File: src/rtl/instr_issue_seq.sv
// Program-driven instruction source for a multi-cycle CPU: stores a short program and
// issues it word by word, word set up one cycle ahead of a single-cycle strobe, then GAP idle cycles.
module instr_issue_seq #(
    parameter int DEPTH = 16,
    parameter int AW    = 4,
    parameter int GAP   = 16
) (
    input  logic          clock,
    input  logic          reset,
    input  logic          prog_we,
    input  logic [AW-1:0] prog_addr,
    input  logic [31:0]   prog_data,
    input  logic          start,
    input  logic [AW:0]   num_instr,
    input  logic          abort,
    output logic [31:0]   instrword,
    output logic          newinstr,
    output logic          busy,
    output logic          done,
    output logic          err,
    output logic [AW-1:0] pc
);

    localparam int          CW      = (GAP > 1) ? $clog2(GAP) : 1;
    localparam logic [AW:0] DEPTH_L = (AW+1)'(DEPTH);

    typedef enum logic [2:0] {
        S_IDLE  = 3'd0,
        S_SETUP = 3'd1,
        S_PULSE = 3'd2,
        S_WAIT  = 3'd3,
        S_DONE  = 3'd4
    } state_t;

    state_t        r_state;
    state_t        w_state_nxt;
    logic [31:0]   r_mem [DEPTH];
    logic [31:0]   r_instr;
    logic [31:0]   w_instr_nxt;
    logic [AW-1:0] r_pc;
    logic [AW-1:0] w_pc_nxt;
    logic [AW:0]   r_num;
    logic [AW:0]   w_num_nxt;
    logic [AW:0]   w_last_idx;
    logic [CW-1:0] r_cnt;
    logic [CW-1:0] w_cnt_nxt;
    logic          r_newinstr;
    logic          r_busy;
    logic          r_done;
    logic          r_err;
    logic          w_err_nxt;
    logic          w_busy_now;
    logic          w_mem_we;
    logic          w_load;

    assign w_busy_now = (r_state == S_SETUP) || (r_state == S_PULSE) || (r_state == S_WAIT);
    assign w_last_idx = r_num - (AW+1)'(1);

    always_comb begin
        w_state_nxt = r_state;
        w_pc_nxt    = r_pc;
        w_num_nxt   = r_num;
        w_cnt_nxt   = r_cnt;
        w_err_nxt   = 1'b0;
        w_mem_we    = 1'b0;
        w_load      = 1'b0;
        w_instr_nxt = r_instr;

        // Program writes only land while idle; a write racing a running program is flagged.
        if (prog_we) begin
            if (r_state == S_IDLE) begin
                w_mem_we = 1'b1;
            end else if (w_busy_now) begin
                w_err_nxt = 1'b1;
            end
        end

        if (w_busy_now && abort) begin
            w_state_nxt = S_IDLE;
        end else begin
            case (r_state)
                S_IDLE: begin
                    if (start) begin
                        if (num_instr == '0) begin
                            w_state_nxt = S_DONE;
                        end else if (num_instr > DEPTH_L) begin
                            w_err_nxt = 1'b1;
                        end else begin
                            w_state_nxt = S_SETUP;
                            w_pc_nxt    = '0;
                            w_num_nxt   = num_instr;
                            w_load      = 1'b1;
                        end
                    end
                end
                S_SETUP: w_state_nxt = S_PULSE;
                S_PULSE: begin
                    w_state_nxt = S_WAIT;
                    w_cnt_nxt   = CW'(GAP - 1);
                end
                S_WAIT: begin
                    if (r_cnt == '0) begin
                        if ({1'b0, r_pc} == w_last_idx) begin
                            w_state_nxt = S_DONE;
                        end else begin
                            w_state_nxt = S_SETUP;
                            w_pc_nxt    = r_pc + AW'(1);
                            w_load      = 1'b1;
                        end
                    end else begin
                        w_cnt_nxt = r_cnt - CW'(1);
                    end
                end
                S_DONE:  w_state_nxt = S_IDLE;
                default: w_state_nxt = S_IDLE;
            endcase
        end

        // The word is fetched on entry to SETUP so it is stable a full cycle before the strobe.
        if (w_load) begin
            w_instr_nxt = r_mem[w_pc_nxt];
        end
    end

    always_ff @(posedge clock or negedge reset) begin
        if (!reset) begin
            r_state    <= S_IDLE;
            r_instr    <= '0;
            r_pc       <= '0;
            r_num      <= '0;
            r_cnt      <= '0;
            r_newinstr <= 1'b0;
            r_busy     <= 1'b0;
            r_done     <= 1'b0;
            r_err      <= 1'b0;
        end else begin
            r_state    <= w_state_nxt;
            r_instr    <= w_instr_nxt;
            r_pc       <= w_pc_nxt;
            r_num      <= w_num_nxt;
            r_cnt      <= w_cnt_nxt;
            r_newinstr <= (w_state_nxt == S_PULSE);
            r_busy     <= (w_state_nxt == S_SETUP) || (w_state_nxt == S_PULSE) ||
                          (w_state_nxt == S_WAIT);
            r_done     <= (w_state_nxt == S_DONE);
            r_err      <= w_err_nxt;
        end
    end

    // Program buffer survives reset so a boot image can be reissued after a CPU reset.
    always_ff @(posedge clock) begin
        if (w_mem_we) begin
            r_mem[prog_addr] <= prog_data;
        end
    end

    assign instrword = r_instr;
    assign newinstr  = r_newinstr;
    assign busy      = r_busy;
    assign done      = r_done;
    assign err       = r_err;
    assign pc        = r_pc;

endmodule

File: config.mk
export PLATFORM = sky130hd
export DESIGN_NAME = instr_issue_seq
export DESIGN_NICKNAME = d
export VERILOG_FILES = /design/src/rtl/instr_issue_seq.sv
export SDC_FILE = /design/constraint.sdc
export NUM_CORES = 1
export LEC_CHECK = 0
export BUFFER_PORTS_ARGS = -buffer_cell sky130_fd_sc_hd__buf_2
export CAP_MARGIN = 25
export CORE_ASPECT_RATIO = 1.5
export CORE_MARGIN = 1
export CORE_UTILIZATION = 50
export CTS_CLUSTER_SIZE = 12
export DETAILED_ROUTE_END_ITERATION = 10
export PLACE_DENSITY = 0.67
export SYNTH_ARGS = -nofsm -noshare
export SYNTH_HDL_FRONTEND = slang
export SYNTH_SLANG_ARGS = --single-unit
File: constraint.sdc
create_clock -name clock -period 13.1 [get_ports clock]
set_clock_uncertainty 0.2 [all_clocks]
set_input_delay 1.31 -clock clock [delete_from_list [all_inputs] [get_ports clock]]
set_output_delay 1.31 -clock clock [all_outputs]
set_load 0.1 [all_outputs]
# Word-level counts from Yosys, hierarchy flattened
# Memories as Yosys holds them, arrays and structs flattened. A register that Yosys moved wholly into a read port is not among the register bits.
# Cells that the tools add are included.
# W data, S select, Z words.
[word_totals]
reg_bits = 20
latch_bits = 0
ram_bits = 512
rom_bits = 0
inputBits = 46
out_inout_bits = 40
wordCells = 72
mem_count = 1
[mem_list]
columns = ["memory", "words", "width", "read_ports", "rd_ports_with_merged_regs", "wr", "line_no", "text"]
rows = [
  ["r_mem", 16, 32, 1, 1, 1, "37", "logic [31:0] r_mem [DEPTH];"],
]
[classes]
add_sub_neg = 3
mul = 0
div = 0
magnitude_cmp = 1
eq_ne = 9
shift = 0
mux = 35
bitwise = 3
reduce_logical = 12
[op_table]
columns = ["operator", "count"]
rows = [
  ["$mux W4", 7],
  ["$mux W1", 18],
  ["$mux W3", 6],
  ["$pmux W4 S2", 2],
  ["$eq A3 B2 Y1 const B", 4],
  ["$pmux W3 S4", 1],
  ["$eq A3 B1 Y1 const B", 2],
  ["$eq A4 B5 Y1", 1],
  ["$gt A5 B5 Y1 const B", 1],
  ["$logic_not A5 Y1", 1],
  ["$reduce_and A5 Y1", 1],
  ["$sub A5 B1 Y5 const B", 1],
  ["$add A4 B1 Y4 const B", 1],
  ["$logic_not A4 Y1", 1],
  ["$logic_or A1 B1 Y1", 4],
  ["$sub A4 B1 Y4 const B", 1],
  ["$eq A3 B3 Y1 const B", 1],
  ["$logic_not A3 Y1", 1],
  ["$not A1 Y1", 3],
  ["$reduce_and A3 Y1", 1],
  ["$ne A2 B2 Y1 const B", 1],
  ["$pmux W1 S2", 1],
  ["$reduce_bool A2 Y1", 1],
  ["$logic_and A1 B1 Y1", 1],
  ["$logic_not A1 Y1", 1],
]

# Logic depth before layout (Yosys ltp)
[depth]
word_depth = 11
mapped_depth = 14
mapped_depth_nobuf = 12

# Worst setup path after synthesis
# OpenSTA, ideal clock, no wires.
[synth_timing]
path_type = "input -> register"
startpoint = "input port prog_we"
endpoint = "memory r_mem[0][0] (enable)"
setup_ns = 0.461
arrival_time_ns = 4.166
required_ns = 12.439
setup_slack_ns = 8.273
stages = 4
n_path_buf = 0
path_cell_list = "nor4b_1 nor2b_1 nand2b_1 nor3_1"
[synth_via]
elab_chain_len = 3
[synth_lines]
columns = ["item", "line_no", "text"]
rows = [
  ["start, declared", "10", "input logic prog_we,"],
  ["$mux W1", "70", "if (prog_we) begin"],
  ["$mux W1", "152", "if (w_mem_we) begin"],
  ["$mux W1 (not written as such)", "153", "r_mem[prog_addr] <= prog_data;"],
  ["end, declared", "37", ""],
]
# No other way between the ends.

# Worst setup path after layout
[layout_timing]
startpoint = "input port num_instr[1]"
endpoint = "register r_instr[15], in the netlist instrword[15], read port of r_mem"
[layout_via]
elab_chain_len = 6
word_cells_on_any_way = 12
classes_between = "order compare (1); mux (10); reduce/logical (1)"
[layout_lines]
columns = ["item", "line_no", "text"]
rows = [
  ["start, declared", "14", "input logic [AW:0] num_instr,"],
  ["$gt A5 B5 Y1", "86", "end else if (num_instr > DEPTH_L) begin"],
  ["$mux W4 or $mux W1 (tied branches)", "86", ""],
  ["$mux W4 or $mux W1 (tied branches)", "84", "if (num_instr == '0) begin"],
  ["$mux W4 or $mux W1 (tied branches)", "83", "if (start) begin"],
  ["$pmux W4 S2 or $pmux W1 S2 (tied branches)", "81", "case (r_state)"],
  ["$mux W4 or $mux W1 (tied branches)", "78", "if (w_busy_now && abort) begin"],
  ["end, declared", "38", "logic [31:0] r_instr;"],
]
# Several ways; a longest one is shown, not always the timed one.
# A chain may end at the register's enable or synchronous reset.

==> flow_metrics.tcl <==
set metrics [dict create \
    outcome "completed" \
    syn_area_per_cell_um2 14.6 \
    net-switching-power_w 0.00124 \
    regToRegSetupSlack_ns 7.65 \
    post-cts-setup-buffer-count 0 \
    crit_family "buffers and inverters" \
    hp-class "reg -> reg" \
    clk_latency_ns 0.59 \
    io-pin-count 86 \
    worst_pin_slew_ns 1.12 \
    grt_pass1_wl_mm 85.2 \
    hold_viol 0 \
    crit_path_end "instrword[15]" \
    holdPathStages 2 \
    setup_violations 0 \
    die_height_um 266 \
    synth_warnings 0 \
    critical_path_cell_count 14 \
    layoutNonFillerInstCount 2274 \
    cp.arrival_ns 6.14 \
    start_util_pct 50.7 \
    ir_worst_vdd_uv 98.7 \
    cp_num_buf_inv 4 \
    cts_buffers 54 \
    drc_errors 0 \
    core-area_um2 45900 \
    max_stage_delay_ns 0.76 \
    fillers 3585 \
    crit_slowest_cell "and2_4" \
    drt_iter0_drc 1216 \
    period_share_pct 45.2 \
    pwr-share-comb_pct 16.2 \
    p_seq_share_pct 49.1 \
    port_buffers 85 \
    fin_crit_ns 5.93 \
    multi_input_area_um2 5830 \
    synth_fp_nets 1646 \
    slew_headroom_pct 25.1 \
    layout_commonest_cell "edfxtp_1" \
    cts_tree "built" \
    fmax_mhz 169 \
    htree_levels 2 \
    final_cell_mix "512 x edfxtp_1, 139 x nand2_1, 132 x a21oi_1" \
    clock_sinks 564 \
    post-place-ws_ns 6.56 \
    crit_path_end_kind "flip-flop" \
    reg2reg_from "r_num[0]" \
    async_flop_share_pct 9.22 \
    setup-tns-final_ns 0 \
    clk_pin_slew_ns 0.06 \
    grt_pass1_vias 14400 \
    dpl.hpwl_mm 30.2 \
    pwr-share-clk_pct 34.7 \
    p_per_area_nw_per_um2 165 \
    p_total_w 0.00427 \
    cts_root_buffer "clkbuf_16" \
    grt.total_usage_pct 24.1 \
    crit_type "in -> reg" \
    ys_seq_area_share_pct 71.6 \
    ctsHoldBuffers 0 \
    cts.path.max_buffers 3 \
    cp_max_fo 116 \
    netlist_area_um2 23300 \
    synth.ff_latch_count 564 \
    drv_slew 0 \
    dp_cells 2171 \
    internal-power_w 0.00303 \
    path_cells "buf_2 -> or4_1 -> ha_1 -> nor2_1 -> a41oi_2 -> o21bai_1 -> o21ai_4 -> buf_4 -> and2_4 -> inv_6 -> buf_4 -> a211oi_1 -> o32a_1 -> a41oi_2" \
    die-area_um2 47400 \
    worst_slack_ns 7.17 \
    ys_types 63 \
    avgViaCountPerCell 6.26 \
    r2r_end "instrword[12]" \
    synthCells 1595 \
    rsz0062_at_grt "false" \
    fp-row-count 96 \
    synth_edf_count 512 \
    swShare_pct 29.0 \
    cts.repair.resized 0 \
    fp.dieW_um 178 \
    routedWlPerCell_um 24.7 \
    drive_gt1_share_pct 15.5 \
    first_pass_iters 5 \
    vias 14200 \
    ff_latch_area_um2 16700 \
    areaGrowthSynthToFinish_pct 11.2 \
    synth_top_flop_cell "edfxtp_1" \
    grt_max_degree 130 \
    maxCapViolCount 0 \
    critPathLaunch "num_instr[1]" \
    p_leak_nw 8.63 \
    layout.nets 1690 \
    r2r_cells 14 \
    place_congestion 0.789 \
    cp-start-kind "primary input" \
    crit_required_ns 13.31 \
    ant_nets 0 \
    grt_overflow_total 0 \
    grt_antenna_before_repair 2 \
    wl_mm 56.2 \
]
-- worst reg2reg max path: cells and delay by family (launching register included) --
family	cells	cell delay [ns]
buffers and inverters	5	2.70
AND/OR/NAND/NOR	2	0.42
adder cells (fa/ha/maj)	1	0.21
AO/OA/AOI/OAI	6	1.32
flip-flops	1	0.43
-- power by group through the flow --
stage / sequential, W / clock [W] / combinational, W
floorplan: 0.00243 / 0 / 0.000235
global placement: 0.00213 / 0 / 0.000681
finish: 0.00209 / 0.00148 / 0.000692
detailed placement: 0.00213 / 0 / 0.000695
global route: 0.00210 / 0.00157 / 0.000729
CTS: 0.00209 / 0.00150 / 0.000696
-- synth_stat cells (all sizes together) (2+ instances only) --
master / count / area share [%]
and2: 2 / 0.065
buf: 67 / 1.8
or2: 4 / 0.11
clkbuf: 64 / 1.0
o211ai: 2 / 0.086
and4bb: 2 / 0.12
nand2b: 6 / 0.19
a211oi: 67 / 2.2
nand4: 2 / 0.054
nor3: 7 / 0.17
and3: 65 / 1.7
a221o: 63 / 2.7
inv: 74 / 1.2
dfrtp: 52 / 5.6
a21oi: 132 / 2.8
nand4b: 2 / 0.075
xor2: 2 / 0.075
nand3b: 2 / 0.064
mux2i: 33 / 1.4
ha: 5 / 0.27
nand3: 5 / 0.15
mux2: 4 / 0.19
or4: 4 / 0.13
o32a: 32 / 1.4
o32ai: 64 / 2.4
or3: 2 / 0.054
xnor2: 3 / 0.18
nand2: 141 / 2.3
o21ai: 69 / 1.5
a31oi: 2 / 0.054
edfxtp: 512 / 66
nor2: 58 / 0.96
a41oi: 33 / 2.2
a211o: 2 / 0.075
-- area by class of cell --
class,count,share of cell area (%)
Sequential cell,564,64.4
Multi-Input combinational cell,825,22.5
Clock buffer,99,6.27
Tap cell,588,2.84
Timing Repair Buffer,119,2.73
Inverter,75,1.11
Clock inverter,2,0.135
Antenna cell,2,0.0193
-- worst min path at each step --
stage | startpoint | endpoint | slack (ns)
2_1_floorplan | r_num[4] | r_num[4] | 0.29
3_3_place_gp | r_num[4] | r_num[4] | 0.33
3_5_place_dp | r_num[4] | r_num[4] | 0.33
4_1_cts | r_num[4] | r_num[4] | 0.36
5_1_grt | r_cnt[1] | r_cnt[1] | 0.39
6_report | r_num[4] | r_num[4] | 0.35
-- state kept, by name, summed over array words and instances (netlist names) --
| signal | cells |
|---|---|
| r_state | 3 |
| busy | 1 |
| instrword | 32 |
| r_cnt | 4 |
| done | 1 |
| r_num | 5 |
| r_mem | 512 |
| err | 1 |
| pc | 4 |
| newinstr | 1 |
-- per-stage QoR --
| stage | hold WS (ns) | cell area, um^2 | util [%] |
|---|---|---|---|
| detailed placement | 0.332 | 24200 | 52.8 |
| CTS | 0.357 | 25900 | 56.4 |
| global route | 0.393 | 25900 | 56.4 |
| floorplan | 0.288 | 23300 | - |
| finish | 0.354 | 25900 | 56.4 |
| global placement | 0.326 | 24200 | 52.8 |
-- layer usage --
layer	track usage [%]	routed length, um	share of wire, %	vias to the layer above
li1	-	-	-	6339
met1	28.1	20900	37	7236
met2	42.9	29900	53	518
met3	2.90	2740	4.9	145
met4	12.6	2680	4.8	0
met5	0	0	0	-
-- cell families (layout without fill, tap and decap cells) --
| family | count (synthesis) | after routing | share of synthesized area [%] |
|---|---|---|---|
| other cells | 0 | 2 | 0 |
| xor+xnor | 5 | 5 | 0.253 |
| buf+inv | 206 | 295 | 4.05 |
| fa+ha+maj | 5 | 5 | 0.269 |
| flops | 564 | 564 | 71.6 |
| compound gates | 473 | 473 | 15.9 |
| simple gates | 305 | 305 | 6.27 |
| mux | 37 | 37 | 1.61 |
Power figures use the tool's default switching activity.
